===== src/rtl/div_share_pkg.sv =====
// Shared types and default sizing for the divider-sharing controller.
package div_share_pkg;

  localparam int DIV_SHARE_NREQ  = 4;
  localparam int DIV_SHARE_WIDTH = 16;

  typedef enum logic [1:0] {
    ST_IDLE,
    ST_ISSUE,
    ST_WAIT,
    ST_RESP
  } div_share_state_t;

endpackage


===== src/rtl/div_share_ctrl_rr_pick.sv =====
// rr_pick: combinational round-robin selector. Searches upward from
// last+1 (wrapping) and returns the first pending request. It has no
// package dependency so it can be dropped into other arbiters as-is.
module rr_pick #(
  parameter int NREQ = 4,
  parameter int IDW  = $clog2(NREQ)
) (
  input  logic [NREQ-1:0] req,
  input  logic [IDW-1:0]  last,
  output logic [NREQ-1:0] gnt_onehot,
  output logic [IDW-1:0]  gnt_idx,
  output logic            any
);

  int             pos;
  logic [IDW-1:0] idx;

  // Rotate the search start to just past the previous winner and take the first hit
  always_comb begin
    gnt_onehot = '0;
    gnt_idx    = '0;
    any        = 1'b0;
    pos        = 0;
    idx        = '0;
    for (int i = 1; i <= NREQ; i++) begin
      pos = (int'(last) + i) % NREQ;
      idx = IDW'(pos);
      if (!any && req[idx]) begin
        any             = 1'b1;
        gnt_idx         = idx;
        gnt_onehot[idx] = 1'b1;
      end
    end
  end

endmodule


===== src/rtl/div_share_ctrl.sv =====
// div_share_ctrl: shares one divider among NREQ requesters with a
// round-robin req/ack front end and a tagged one-hot response.
// Optional feature macro: DIV_SHARE_ZERO_BYPASS_EN (divide-by-zero jobs
// skip the divider and return Q=0, R=dividend one cycle after the ack).
module div_share_ctrl
  import div_share_pkg::*;
#(
  parameter int NREQ  = DIV_SHARE_NREQ,
  parameter int WIDTH = DIV_SHARE_WIDTH,
  parameter int IDW   = $clog2(NREQ)
) (
  input  logic                  clk,
  input  logic                  rst,
  input  logic [NREQ-1:0]       req,
  input  logic [NREQ*WIDTH-1:0] req_dividend,
  input  logic [NREQ*WIDTH-1:0] req_divisor,
  output logic [NREQ-1:0]       req_ack,
  output logic [NREQ-1:0]       rsp_valid,
  output logic [IDW-1:0]        rsp_id,
  output logic [WIDTH-1:0]      rsp_quotient,
  output logic [WIDTH-1:0]      rsp_remainder,
  output logic                  busy,
  output logic                  div_start,
  output logic [WIDTH-1:0]      div_dividend,
  output logic [WIDTH-1:0]      div_divisor,
  input  logic [WIDTH-1:0]      div_quotient,
  input  logic [WIDTH-1:0]      div_remainder,
  input  logic                  div_valid
);

  localparam logic [NREQ-1:0] ONE_HOT0 = NREQ'(1);

  div_share_state_t state, next_state;

  logic [IDW-1:0]   last;
  logic [IDW-1:0]   cur_id;
  logic [NREQ-1:0]  pick_onehot;
  logic [IDW-1:0]   pick_idx;
  logic             pick_any;
  logic [WIDTH-1:0] pick_dividend;
  logic [WIDTH-1:0] pick_divisor;
  logic             grant_en;
  logic             start_en;
  logic             capture_en;
`ifdef DIV_SHARE_ZERO_BYPASS_EN
  logic             zero_job;
  logic             bypass_grant;
  logic             bypass_resp;
`endif

  rr_pick #(
    .NREQ (NREQ),
    .IDW  (IDW)
  ) u_pick (
    .req        (req),
    .last       (last),
    .gnt_onehot (pick_onehot),
    .gnt_idx    (pick_idx),
    .any        (pick_any)
  );

  // Select the operands belonging to the requester the picker would grant
  always_comb begin
    pick_dividend = req_dividend[int'(pick_idx)*WIDTH +: WIDTH];
    pick_divisor  = req_divisor[int'(pick_idx)*WIDTH +: WIDTH];
  end

  assign busy = (state != ST_IDLE);

  // FSM state register
  always_ff @(posedge clk) begin
    if (rst) begin
      state <= ST_IDLE;
    end else begin
      state <= next_state;
    end
  end

  // Next-state and one-cycle strobes; the start strobe lands in the cycle after
  // ISSUE, so the WAIT cycle carrying div_start is treated as the issue cycle
  always_comb begin
    next_state = state;
    grant_en   = 1'b0;
    start_en   = 1'b0;
    capture_en = 1'b0;
`ifdef DIV_SHARE_ZERO_BYPASS_EN
    bypass_grant = 1'b0;
    bypass_resp  = 1'b0;
`endif
    case (state)
      ST_IDLE: begin
        if (pick_any) begin
          grant_en = 1'b1;
`ifdef DIV_SHARE_ZERO_BYPASS_EN
          if (pick_divisor == '0) begin
            bypass_grant = 1'b1;
            next_state   = ST_RESP;
          end else begin
            next_state = ST_ISSUE;
          end
`else
          next_state = ST_ISSUE;
`endif
        end
      end
      ST_ISSUE: begin
        start_en   = 1'b1;
        next_state = ST_WAIT;
      end
      ST_WAIT: begin
        if (div_valid && !div_start) begin
          capture_en = 1'b1;
          next_state = ST_RESP;
        end
      end
      ST_RESP: begin
`ifdef DIV_SHARE_ZERO_BYPASS_EN
        bypass_resp = zero_job;
`endif
        next_state = ST_IDLE;
      end
      default: next_state = ST_IDLE;
    endcase
  end

  // Registered outputs: grant bookkeeping, operand latch, result capture
  always_ff @(posedge clk) begin
    if (rst) begin
      last          <= IDW'(NREQ - 1);
      cur_id        <= '0;
      req_ack       <= '0;
      rsp_valid     <= '0;
      rsp_id        <= '0;
      rsp_quotient  <= '0;
      rsp_remainder <= '0;
      div_start     <= 1'b0;
      div_dividend  <= '0;
      div_divisor   <= '0;
`ifdef DIV_SHARE_ZERO_BYPASS_EN
      zero_job      <= 1'b0;
`endif
    end else begin
      req_ack   <= '0;
      rsp_valid <= '0;
      div_start <= start_en;
      if (grant_en) begin
        req_ack      <= pick_onehot;
        cur_id       <= pick_idx;
        last         <= pick_idx;
        div_dividend <= pick_dividend;
        div_divisor  <= pick_divisor;
`ifdef DIV_SHARE_ZERO_BYPASS_EN
        zero_job     <= bypass_grant;
`endif
      end
      if (capture_en) begin
        rsp_quotient  <= div_quotient;
        rsp_remainder <= div_remainder;
        rsp_valid     <= ONE_HOT0 << cur_id;
        rsp_id        <= cur_id;
      end
`ifdef DIV_SHARE_ZERO_BYPASS_EN
      if (bypass_resp) begin
        rsp_quotient  <= '0;
        rsp_remainder <= div_dividend;
        rsp_valid     <= ONE_HOT0 << cur_id;
        rsp_id        <= cur_id;
      end
`endif
    end
  end

endmodule


===== config.mk =====
export PLATFORM = sky130hd
export DESIGN_NAME = div_share_ctrl
export DESIGN_NICKNAME = d
export VERILOG_FILES = /design/src/rtl/div_share_pkg.sv /design/src/rtl/div_share_ctrl_rr_pick.sv /design/src/rtl/div_share_ctrl.sv
export SDC_FILE = /design/constraint.sdc
export NUM_CORES = 1
export LEC_CHECK = 0
export CAP_MARGIN = 20
export CORE_ASPECT_RATIO = 0.75
export CORE_UTILIZATION = 37
export CTS_CLUSTER_DIAMETER = 120
export DETAILED_ROUTE_END_ITERATION = 7
export PLACE_DENSITY = 0.78
export REMOVE_ABC_BUFFERS = 1
export SKIP_LAST_GASP = 1
export SYNTH_ARGS = -nofsm -noshare
export SYNTH_HDL_FRONTEND = slang
export SYNTH_SLANG_ARGS = --single-unit

===== constraint.sdc =====
create_clock -name clk -period 3.4 [get_ports clk]
set_input_delay 1.02 -clock clk [delete_from_list [all_inputs] [get_ports clk]]
set_output_delay 1.02 -clock clk [all_outputs]
set_load 0.01 [all_outputs]

==> impl_metrics.csv <==
group,metric,value,unit
cells_and_area,antenna_cells,0,
drt,detail-route-antenna-nets,0,
cells_and_area,instances_no_fill,1007,
worst_setup_path,crit_required,3.61,ns
synth,synth_top_flop_cell,"sky130_fd_sc_hd__dfxtp_1",
cts,cts_hold_buf,0,
power_and_ir_drop,power_frac_comb,0.665,
placement,dpl-instance-area,7630,um^2
timing,hold-worst-slack,0.453,ns
drt,vias_per_cell,5.81,
synth,synth-adder-area-share,0.0287,
floorplanning,initial_utilization,0.385,
global_routing,vias_in_the_first_global_route,5683,
placement,dp.cells,991,
cells_and_area,multi_input_comb_area,3000,um^2
cts,clock-root-buffer,"sky130_fd_sc_hd__clkbuf_16",
power_and_ir_drop,cellPowerDensity,838,nW/um^2
worst_setup_path,worst-endpoint-arrival,3.60,ns
drt,drt-total-wl,18800,um
timing,report.final.hold_viol_count,0,
placement,portBuffers,242,
synth,post_synth_num_cell_types,41,
placement,place_hpwl,13700,um
min_path,hold_path_class,"reg -> reg",
floorplanning,io-pin-count,243,
floorplanning,placement_rows,35,
worst_setup_path,worst_path_max_delay_cell,"sky130_fd_sc_hd__mux4_2",
worst_setup_path,worstPathCellList,"clkdlybuf4s50_1 > mux4_2 > buf_4 > nor2b_1 > a211oi_1 > a211o_2 > buf_4 > a2111oi_0 > a211oi_1",
drt,routed-via-count,5850,
power_and_ir_drop,sw_frac_of_total,0.449,
synth,synth_compound_area_frac,0.365,
drt,first_iter_violations,534,
worst_setup_path,worst_path_max_stage_delay,0.55,ns
floorplanning,fp.dieW,134,um
synth,syn_inst,597,
cts,cts_inserted_buffers,9,
timing,finalSetupViolCount,0,
cells_and_area,design.final.nets,1014,
cells_and_area,final_cell_mix,"239 x sky130_fd_sc_hd__clkdlybuf4s50_1, 106 x sky130_fd_sc_hd__nand2_1, 80 x sky130_fd_sc_hd__dfxtp_1, 73 x sky130_fd_sc_hd__a21oi_1, 41 x sky130_fd_sc_hd__buf_4",
synth,synth.yosys.seq_area_share,0.338,
synth,syn-cell-area,4800,um^2
cells_and_area,area_growth,66.9,%
cells_and_area,leading_cell_type_in_the_layout_fill_and_taps_excluded,"sky130_fd_sc_hd__clkdlybuf4s50_1",
synth,asyncSetResetFlopFracSynth,0,
floorplanning,design.die.area,13400,um^2
synth,synthSimpleGateAreaFrac,0.167,
cts,worst_setup_hold_path_clk_slew,0.06,ns
power_and_ir_drop,cell_internal_pwr,3.71,mW
cells_and_area,n_fill_cell,1047,
synth,muxShareOfSynthArea,0.0357,
synth,synth_edf_count,0,
power_and_ir_drop,power.ir.vdd_worst,0.000535,V
cells_and_area,post-route-cell-area,8020,um^2
timing,setup_repair_after_global_routing_missed_its_margin,"yes",
timing,finalCritPeriodShare,0.997,
global_routing,overflow_left_after_global_routing,0,
cts,post_cts_resized,5,
worst_setup_path,critical_path_peak_fanout,19,
cells_and_area,seq_area,1620,um^2
synth,postSynthRegisterBits,81,
worst_setup_path,timing_worst_setup_path_type,"in -> reg",
cts,htree_depth,3,
cells_and_area,drive_gt1_frac,0.113,
status,status,"finished clean",
synth,dominant_combinational_cell_family_by_area_after_synthesis,"compound AO/OA/AOI/OAI gates",
global_routing,pin_count_of_the_biggest_net_entering_global_routing,48,
drt,drt_first_pass_iters,5,
synth,synthXorXnorAreaFrac,0,
cts,postCtsSetupBuffers,0,
timing,fin_crit,3.39,ns
drt,post-route-drc-count,0,
drt,route.detailed.wl_per_inst,18.7,um
floorplanning,die_h,101,um
power_and_ir_drop,sw_power,3.01,mW
cts,clock_insertion_delay_worst_skew,0.34,ns
timing,skew,0.00560,ns
timing,headroom_to_the_max_slew_limit,0.436,
floorplanning,floorplan.core_area,12500,um^2
global_routing,grt_pass1_wl,28800,um
global_routing,grt_antenna_before_repair,0,
timing,fmax,295,MHz
worst_setup_path,critPathCaptureType,"flip-flop",
placement,gp_congestion,0.886,
synth,yosysWarningCount,0,
cts,cts_tree,"built",
synth,postSynthAreaPerCell,8.05,um^2
cts,clock-sinks,81,
timing,number_of_max_slew_violations_in_the_final_report,0,
power_and_ir_drop,clockPowerShare,0.136,
run,maxCapViolCount,0,
worst_setup_path,worst_setup_path_start_kind,"primary input",
power_and_ir_drop,finalPower,6.72,mW
cts,maximum_buffer_depth_of_the_clock_tree,2,
timing,timing_worst_slew_pin_value,0.845,ns
power_and_ir_drop,power.share.sequential,0.199,
power_and_ir_drop,total_leakage_power,3.01,nW
global_routing,global_route_usage_over_all_layers,0.272,
[logic make-up after synthesis]
logic type               after synthesis
AO/OA/AOI/OAI                        252
adder cells (fa/ha/maj)               11
buffers and inverters                 69
flip-flops                            81
multiplexers                          12
AND/OR/NAND/NOR                      172
[cell type report]
type | instances | area share
multi-input combinational | 447 | 0.374
timing repair buffer | 291 | 0.360
sequential | 81 | 0.202
clock buffer | 11 | 0.0303
tap | 166 | 0.0259
clock inverter | 5 | 0.00390
inverter | 6 | 0.00281
[power by group through the flow]
stage | logic, mW | registers, mW | clock network, mW
CTS | 4.22 | 1.34 | 0.928
global placement | 4.09 | 1.34 | 0
finish | 4.47 | 1.34 | 0.917
global route | 4.77 | 1.36 | 0.971
floorplan | 1.96 | 1.45 | 0
detailed placement | 4.18 | 1.35 | 0
[Yosys cell counts (3+ instances only)]
master | number | area [um^2]
sky130_fd_sc_hd__dfxtp_1 | 81 | 1620
sky130_fd_sc_hd__a21oi_1 | 73 | 365
sky130_fd_sc_hd__inv_1 | 6 | 22.5
sky130_fd_sc_hd__o21bai_1 | 32 | 240
sky130_fd_sc_hd__a211o_1 | 33 | 289
sky130_fd_sc_hd__mux4_2 | 4 | 90.1
sky130_fd_sc_hd__ha_1 | 11 | 138
sky130_fd_sc_hd__a2111oi_0 | 32 | 280
sky130_fd_sc_hd__a221oi_1 | 4 | 35.0
sky130_fd_sc_hd__a22oi_1 | 4 | 30.0
sky130_fd_sc_hd__and3_1 | 32 | 200
sky130_fd_sc_hd__nand2_1 | 107 | 402
sky130_fd_sc_hd__nor2_1 | 7 | 26.3
sky130_fd_sc_hd__o22ai_1 | 32 | 200
sky130_fd_sc_hd__buf_6 | 5 | 56.3
sky130_fd_sc_hd__mux2i_1 | 7 | 70.1
sky130_fd_sc_hd__a211oi_1 | 34 | 255
sky130_fd_sc_hd__or2_2 | 3 | 18.8
sky130_fd_sc_hd__a31oi_1 | 3 | 18.8
sky130_fd_sc_hd__nor3_1 | 4 | 20.0
sky130_fd_sc_hd__buf_1 | 4 | 15.0
sky130_fd_sc_hd__nor4_1 | 3 | 18.8
sky130_fd_sc_hd__clkbuf_1 | 38 | 143
sky130_fd_sc_hd__buf_2 | 16 | 80.1
[registers in the layout, summed over array words and instances (netlist names)]
name / cells
cur_id: 2
div_dividend: 16
div_divisor: 16
div_start: 1
last: 2
req_ack: 4
rsp_id: 2
rsp_quotient: 16
rsp_remainder: 16
rsp_valid: 4
state: 2
[critical path: cells and delay by family]
family | cells | cell delay (ns)
AOI/OAI and AO/OA | 4 | 0.99
buffers and inverters | 3 | 0.93
muxes | 1 | 0.55
and+or+nand+nor | 1 | 0.11
[metrics by stage]
| stage | worst slack [ns] | TNS [ns] | util |
|---|---|---|---|
| detailed placement | -0.436 | -10.12 | 0.612 |
| global placement | -0.276 | -6.82 | 0.612 |
| CTS | 0.000569 | 0 | 0.634 |
| floorplan | -1.91 | -64.55 | - |
| global route | -0.0446 | -0.115 | 0.643 |
| finish | 0.0114 | 0 | 0.643 |
[layer usage]
metal / GRT usage / share of wire / vias up
met1: 0.340 / 0.42 / 2790
met4: 0.117 / 0.031 / 0
met2: 0.447 / 0.47 / 270
met3: 0.0699 / 0.078 / 49
met5: 0 / 0 / -
li1: - / - / 2741
[worst paths after layout]
path,from,to,slack [ns],cells past startpoint
worst max-delay path,req[1],div_divisor[0]$_SDFFE_PP0P_,0.01,9
worst min-delay path,rsp_quotient[8]$_SDFFE_PP0P_,rsp_quotient[8]$_SDFFE_PP0P_,0.45,2
worst max register to register,last[0]$_SDFFE_PP1P_,div_divisor[0]$_SDFFE_PP0P_,0.20,10
worst min register to register,rsp_quotient[8]$_SDFFE_PP0P_,rsp_quotient[8]$_SDFFE_PP0P_,0.45,2
Note: power is estimated with default switching activity, not from simulation.
